$ cat src/rtl/pwm_spi_host.sv
// SPI mode-0 host that turns valid/ready level commands into two-byte frames for the 2-channel PWM driver.
// Optional write echo readback (24-bit write frames) is enabled by defining PWM_SPI_HOST_READBACK_EN.
module pwm_spi_host #(
  parameter int CLK_DIV = 4,
  parameter int CS_GAP  = 4
) (
  input  logic       clk,
  input  logic       reset_n,
  input  logic       cmd_valid,
  output logic       cmd_ready,
  input  logic       cmd_write,
  input  logic       cmd_addr,
  input  logic [7:0] cmd_data,
  output logic       rsp_valid,
  output logic [7:0] rsp_data,
  output logic       rsp_err,
  output logic       sclk,
  output logic       cs,
  output logic       mosi,
  input  logic       miso
);

  typedef enum logic [2:0] {
    IDLE = 3'd0,
    LOW  = 3'd1,
    HIGH = 3'd2,
    TAIL = 3'd3,
    GAP  = 3'd4
  } state_t;

  localparam logic [7:0] DIV_LAST = 8'(CLK_DIV - 1);
  localparam logic [7:0] GAP_LAST = 8'(CS_GAP - 1);

  state_t      state_r, state_s;
  logic [7:0]  div_r, div_s;
  logic [4:0]  bit_r, bit_s;
  logic [23:0] tx_r, tx_s;
  logic [7:0]  rx_r, rx_s;
  logic        wr_r, wr_s;
  logic [7:0]  data_r, data_s;
  logic        sclk_r, sclk_s;
  logic        cs_r, cs_s;
  logic        mosi_r, mosi_s;
  logic        rsp_valid_r, rsp_valid_s;
  logic [7:0]  rsp_data_r, rsp_data_s;
  logic        rsp_err_r, rsp_err_s;

  logic [4:0]  last_bit_s;
  logic        rx_en_s;
  logic [7:0]  rsp_dval_s;
  logic        rsp_eval_s;

`ifdef PWM_SPI_HOST_READBACK_EN
  // Writes append a third byte whose miso bits carry the driver's echo of the level.
  assign last_bit_s = wr_r ? 5'd23 : 5'd15;
  assign rx_en_s    = 1'b1;
  assign rsp_dval_s = rx_r;
  assign rsp_eval_s = wr_r && (rx_r != data_r);
`else
  assign last_bit_s = 5'd15;
  assign rx_en_s    = !wr_r;
  assign rsp_dval_s = wr_r ? data_r : rx_r;
  assign rsp_eval_s = 1'b0;
`endif

  // Next-state and next-output logic of the frame sequencer.
  always_comb begin
    state_s     = state_r;
    div_s       = div_r;
    bit_s       = bit_r;
    tx_s        = tx_r;
    rx_s        = rx_r;
    wr_s        = wr_r;
    data_s      = data_r;
    sclk_s      = sclk_r;
    cs_s        = cs_r;
    mosi_s      = mosi_r;
    rsp_valid_s = 1'b0;
    rsp_data_s  = rsp_data_r;
    rsp_err_s   = rsp_err_r;
    case (state_r)
      IDLE: begin
        if (cmd_valid) begin
          state_s = LOW;
          div_s   = DIV_LAST;
          bit_s   = 5'd0;
          tx_s    = {cmd_write, 6'b000000, cmd_addr, (cmd_write ? cmd_data : 8'h00), 8'h00};
          wr_s    = cmd_write;
          data_s  = cmd_data;
          cs_s    = 1'b0;
          sclk_s  = 1'b0;
          mosi_s  = cmd_write;
        end else begin
          state_s = IDLE;
        end
      end
      LOW: begin
        if (div_r == 8'd0) begin
          state_s = HIGH;
          div_s   = DIV_LAST;
          sclk_s  = 1'b1;
        end else begin
          div_s = div_r - 8'd1;
        end
      end
      HIGH: begin
        if (div_r == 8'd0) begin
          sclk_s = 1'b0;
          div_s  = DIV_LAST;
          // miso is captured on the SCLK falling transition, LSB first
          if (rx_en_s) begin
            rx_s = {miso, rx_r[7:1]};
          end else begin
            rx_s = rx_r;
          end
          if (bit_r == last_bit_s) begin
            state_s = TAIL;
          end else begin
            state_s = LOW;
            bit_s   = bit_r + 5'd1;
            tx_s    = {tx_r[22:0], tx_r[23]};
            mosi_s  = tx_r[22];
          end
        end else begin
          div_s = div_r - 8'd1;
        end
      end
      TAIL: begin
        if (div_r == 8'd0) begin
          state_s     = GAP;
          div_s       = GAP_LAST;
          cs_s        = 1'b1;
          rsp_valid_s = 1'b1;
          rsp_data_s  = rsp_dval_s;
          rsp_err_s   = rsp_eval_s;
        end else begin
          div_s = div_r - 8'd1;
        end
      end
      GAP: begin
        if (div_r == 8'd0) begin
          state_s = IDLE;
        end else begin
          div_s = div_r - 8'd1;
        end
      end
      default: begin
        state_s = IDLE;
        cs_s    = 1'b1;
        sclk_s  = 1'b0;
      end
    endcase
  end

  // State and registered-output update with synchronous active-low reset.
  always_ff @(posedge clk) begin
    if (!reset_n) begin
      state_r     <= IDLE;
      div_r       <= 8'd0;
      bit_r       <= 5'd0;
      tx_r        <= 24'h000000;
      rx_r        <= 8'h00;
      wr_r        <= 1'b0;
      data_r      <= 8'h00;
      sclk_r      <= 1'b0;
      cs_r        <= 1'b1;
      mosi_r      <= 1'b0;
      rsp_valid_r <= 1'b0;
      rsp_data_r  <= 8'h00;
      rsp_err_r   <= 1'b0;
    end else begin
      state_r     <= state_s;
      div_r       <= div_s;
      bit_r       <= bit_s;
      tx_r        <= tx_s;
      rx_r        <= rx_s;
      wr_r        <= wr_s;
      data_r      <= data_s;
      sclk_r      <= sclk_s;
      cs_r        <= cs_s;
      mosi_r      <= mosi_s;
      rsp_valid_r <= rsp_valid_s;
      rsp_data_r  <= rsp_data_s;
      rsp_err_r   <= rsp_err_s;
    end
  end

  assign cmd_ready = (state_r == IDLE);
  assign sclk      = sclk_r;
  assign cs        = cs_r;
  assign mosi      = mosi_r;
  assign rsp_valid = rsp_valid_r;
  assign rsp_data  = rsp_data_r;
  assign rsp_err   = rsp_err_r;

endmodule

$ cat config.mk
export PLATFORM = sky130hd
export DESIGN_NAME = pwm_spi_host
export DESIGN_NICKNAME = d
export VERILOG_FILES = /design/src/rtl/pwm_spi_host.sv
export SDC_FILE = /design/constraint.sdc
export NUM_CORES = 1
export LEC_CHECK = 0
export ABC_AREA = 0
export CORE_UTILIZATION = 34
export CTS_BUF_LIST = sky130_fd_sc_hd__clkbuf_4 sky130_fd_sc_hd__clkbuf_8 sky130_fd_sc_hd__clkbuf_16
export DETAILED_ROUTE_END_ITERATION = 8
export PLACE_DENSITY_LB_ADDON = 0.08
export SYNTH_ARGS = -nofsm -noshare
export SYNTH_HDL_FRONTEND = slang
export SYNTH_SLANG_ARGS = --single-unit
export TNS_END_PERCENT = 30
$ cat constraint.sdc
create_clock -name clk -period 2.21 [get_ports clk]
set_input_delay 0.3315 -clock clk [delete_from_list [all_inputs] [get_ports clk]]
set_output_delay 0.3315 -clock clk [all_outputs]
set_load 0.01 [all_outputs]
Yosys cells after proc, flatten, opt, wreduce, memory -nomap -nowiden
Index checks and enable logic that the tools add are counted.

word-level totals
  register bits = 69
  latch bits = 0
  memory bits (writable) = 0
  ROM bits = 0
  input bits = 14
  output and inout bits = 14
  logic and storage cells = 76
  memories kept = 0

cells by class
  $add $sub $neg = 2
  $mul = 0
  divide/modulo/power cells = 0
  order comparisons = 0
  equality and inequality tests = 12
  shift operators = 0
  muxes and demuxes = 31
  bitwise operators = 3
  reductions and logical operators = 16

operators with widths
  cell                   count
  $mux W24               3
  $pmux W24 S2           1
  $mux W8                5
  $pmux W8 S3            1
  $mux W5                3
  $pmux W3 S5            1
  $ne A2 B2 Y1 const B   7
  $mux W3                4
  $reduce_and A4 Y1      3
  $pmux W5 S2            1
  $reduce_and A3 Y1      3
  $logic_not A8 Y1       1
  $mux W1                8
  $sub A8 B1 Y8 const B  1
  $eq A3 B2 Y1 const B   2
  $reduce_and A2 Y1      3
  $reduce_or A3 Y1       2
  $add A5 B1 Y5 const B  1
  $eq A5 B4 Y1 const B   1
  $pmux W1 S4            1
  $eq A3 B1 Y1 const B   1
  $eq A3 B3 Y1 const B   1
  $logic_not A3 Y1       1
  $not A1 Y1             3
  6 further kinds        6

Longest topological paths before layout
  word-level depth = 4
  gate-level depth with buffers = 9
  mapped depth without buffers = 8

Worst setup path before layout
Ideal clock, no wire load.

  kind = reg2reg
  start = register bit_r[0]
  end = register bit_r[0]
  setup time = 0.114 ns
  arrival time = 1.932 ns
  required time = 2.096 ns
  path slack = 0.164 ns
  stages on the path, launching flop included = 10
  buffers on the path = 2
  clock period less this slack = 2.046 ns
  path through = dfxtp_1 ha_1 and3_1 ha_1 nor4b_1 nand3_1 clkbuf_1 buf_2 xor2_1 nor2_1

between the ends
  longest elaborated chain between the ends = 4
  elaborated cells between the ends (all ways) = 7
  classes of those cells = 1 x add/sub; 2 x eq/ne; 3 x mux; 1 x reduce/logical

RTL lines
  element                 line  source
  start, declared         36    logic [4:0] bit_r, bit_s;
  start signal, assigned  174   bit_r <= bit_s;
  $add A5 B1 Y5           120   bit_s = bit_r + 5'd1;
  $mux W5                 116   if (bit_r == last_bit_s) begin
  $mux W5                 107   if (div_r == 8'd0) begin
  $pmux W5 S2             81    case (state_r)

Parallel ways exist; a longest one is shown, timed or not. The select of a mux whose other input is x is not followed.
A chain may end at the register's enable or synchronous reset.

Final worst setup path
  start = register bit_r[0]
  end = register bit_r[3]

Same word-level chain as after synthesis.

==> results.py <==
metrics = {
    "drt": {
        "drtPass1Iterations": 4,
        "wl_mm": 6.867,
        "wl_per_cell_microns": 13.90,
        "vias_per_cell": 5.020,
        "vias": 2480,
        "drcViolationCount": 0,
        "drtIter0Drc": 57,
        "ant_nets": 0,
    },
    "sta": {
        "skew_ps": 6.250,
        "maxSlewViolCount": 0,
        "layout_setup_ws_ps": 116.0,
        "finalSetupViolations": 0,
        "fmax_mhz": 477.6,
        "hold_violations": 0,
        "period_minus_slack_ps": 2094,
        "period_share": 0.9475,
        "rsz0062_at_grt": "true",
    },
    "critical_path": {
        "crit_type": "reg2reg",
        "crit_top_cell": "ha_1",
        "critPathBufInv": 1,
        "required_ps": 2490,
        "cp-end-kind": "register",
        "cpPeakStageDelay_ps": 340,
        "cp_slowest_cell": "dfxtp_1",
        "start_kind": "register",
        "cp_top_family": "simple AND/OR/NAND/NOR gates",
        "worstPathArrival_ps": 2370,
        "path_cells": "ha_1 > and3_1 > ha_1 > nor4b_4 > nand3_1 > buf_4 > or3_1 > a21oi_1",
        "crit_fanout": 6,
    },
    "run": {
        "max_cap_viol_count": 0,
    },
    "cells_and_area": {
        "fillers": 908,
        "final_cells": 494,
        "fin_nets": 399,
        "diodes": 0,
        "multi_input_area_sq_um": 1583,
        "drive_gt1_frac": 0.1347,
        "area.growth.synth_to_final_pct": 21.96,
        "seq_area_sq_um": 1361,
    },
    "yosys": {
        "yosys-top-cells-area": "dfxtp_1 44%, nand2_1 9.9%, o211a_1 5.9%, a21boi_1 4.4%, nand3_1 3.6%",
        "synth_top_area_frac": 0.4441,
        "synth_commonest_cells": "81 x nand2_1, 68 x dfxtp_1, 22 x nand3_1, 18 x a21boi_1, 18 x o211a_1",
        "syn-cell-area_sq_um": 3065,
        "yosys_warnings": 0,
        "yosysSeqAreaShare": 0.4441,
        "yosys.area.top_type": "dfxtp_1",
        "syn_avg_cell_area_sq_um": 8.885,
        "synth.most_common_cell": "nand2_1",
        "ys_seq_elements": 68,
        "synthFlopType": "dfxtp_1",
        "postSynthCellCount": 345,
        "synth-edff-count": 0,
        "synthArstFlopShare": 0,
        "synth_cell_types": 45,
        "synth_nets": 363,
    },
    "floorplan": {
        "coreArea_sq_um": 8721,
        "dieArea_sq_um": 9399,
        "die_y_microns": 96.95,
        "rows": 34,
        "pin_count": 28,
        "die_x_microns": 96.95,
        "start_util": 0.3515,
    },
    "power_and_ir_drop": {
        "irDropWorstVdd_mv": 0.3087,
        "power_density_nw_per_um2": 991.7,
        "finalPower_w": 0.003708,
        "p_leak_nw": 1.494,
    },
    "cts": {
        "cts-root-buf": "clkbuf_8",
        "cts_hold_buf": 0,
        "htreeDepth": 3,
        "cts_inserted_buffers": 9,
        "max-clock-path-buffers": 2,
        "cts_sinks": 68,
        "clk_latency_ps": 350,
        "cts_tree": "done",
        "clkSlewWorstSetupHoldPaths_ps": 70,
    },
    "place": {
        "post-place-ws_ps": 11.63,
        "port_buffers": 26,
        "dp.final_hpwl_mm": 4.693,
        "dp_cells": 477,
        "gp_congestion": 0.7654,
    },
    "grt": {
        "grt_util_all_layers": 0.1561,
        "grt_pass1_vias": 2450,
        "grt_pass1_wl_mm": 11.72,
        "grt.overflow.total": 0,
        "antenna_found_initial": 0,
        "grt_max_degree": 26,
    },
    "hold_path": {
        "hp-class": "in2reg",
    },
    "outcome": {
        "status": "complete, no violations",
    },
}
## final cells by class
class	instances	share of cell area
multi-input combinational	246	0.4234
sequential	68	0.3641
timing repair buffer	50	0.1232
clock buffer	10	0.03681
tap	108	0.03614
clock inverter	6	0.01037
inverter	6	0.006024
## repair_timing
action,CTS,global route
pin swaps,0,1
resized for setup,1,3
gates cloned,0,0
setup endpoints to repair,2,25
setup buffers,0,1
## logic make-up after synthesis
logic type,Yosys count,synth area share
compound gates,85,0.2212
xor+xnor,8,0.02286
fa+ha+maj,4,0.01633
buf+inv,31,0.04653
flops,68,0.4441
mux,10,0.03265
other cells,1,0.001223
simple gates,138,0.2151
## metrics by stage
step / instance area [sq um] / hold slack (ps) / utilization / TNS [ps]
after global placement: 3533 / 440.0 / 0.4052 / 0
after detailed placement: 3533 / 448.8 / 0.4052 / 0
after global routing: 3739 / 426.2 / 0.4287 / -23.31
after floorplan: 3065 / 430.0 / - / 0
final: 3739 / 403.0 / 0.4287 / 0
after CTS: 3716 / 388.0 / 0.4261 / 0
## final timing paths
path	startpoint	to	slack, ps	cells past startpoint
max	bit_r[0]	bit_r[3]	120	8
min	reset_n	cs	400	2
max reg2reg	bit_r[0]	bit_r[3]	120	8
min reg2reg	rx_r[0]	rx_r[0]	450	2
## cell usage in the layout (no fill, tap or decap), types with 10 or more instances in the layout
cell type,count
a21boi_0,14
a21boi_1,18
buf_4,22
clkbuf_8,10
clkdlybuf4s50_1,25
dfxtp_1,68
mux2i_1,10
nand2_1,81
nand3_1,22
nor2_1,13
o211a_1,18
o211ai_1,10
## registers in the layout, summed over array words and instances (netlist names)
register / flops
div_r: 8
cs: 1
bit_r: 5
data_r: 8
wr_r: 1
state_r: 3
rsp_valid: 1
tx_r: 24
sclk: 1
rsp_data: 8
rx_r: 8
## per-layer routing
metal | up-vias | wire, microns | GRT usage
met5 | - | 0 | 0
met1 | 1164 | 3308 | 0.1969
met2 | 31 | 3248 | 0.2546
met3 | 14 | 177 | 0.03107
met4 | 0 | 133 | 0.07463
li1 | 1271 | - | -
## report_power, final
part	leakage (nW)	switching (W)	internal (W)	total [W]
Combinational	0.853	0.000712	0.000564	0.00128
Sequential	0.553	0.000121	0.00138	0.00150
Clock	0.0885	0.000499	0.000435	0.000934
## worst register-to-register path: stages (launching register included)
cell and delay, ps:
dfxtp_1 340, ha_1 210, and3_1 180, ha_1 220, nor4b_4 280, nand3_1 140
buf_4 190, or3_1 340, a21oi_1 140
(Power assumes the default switching activity.)
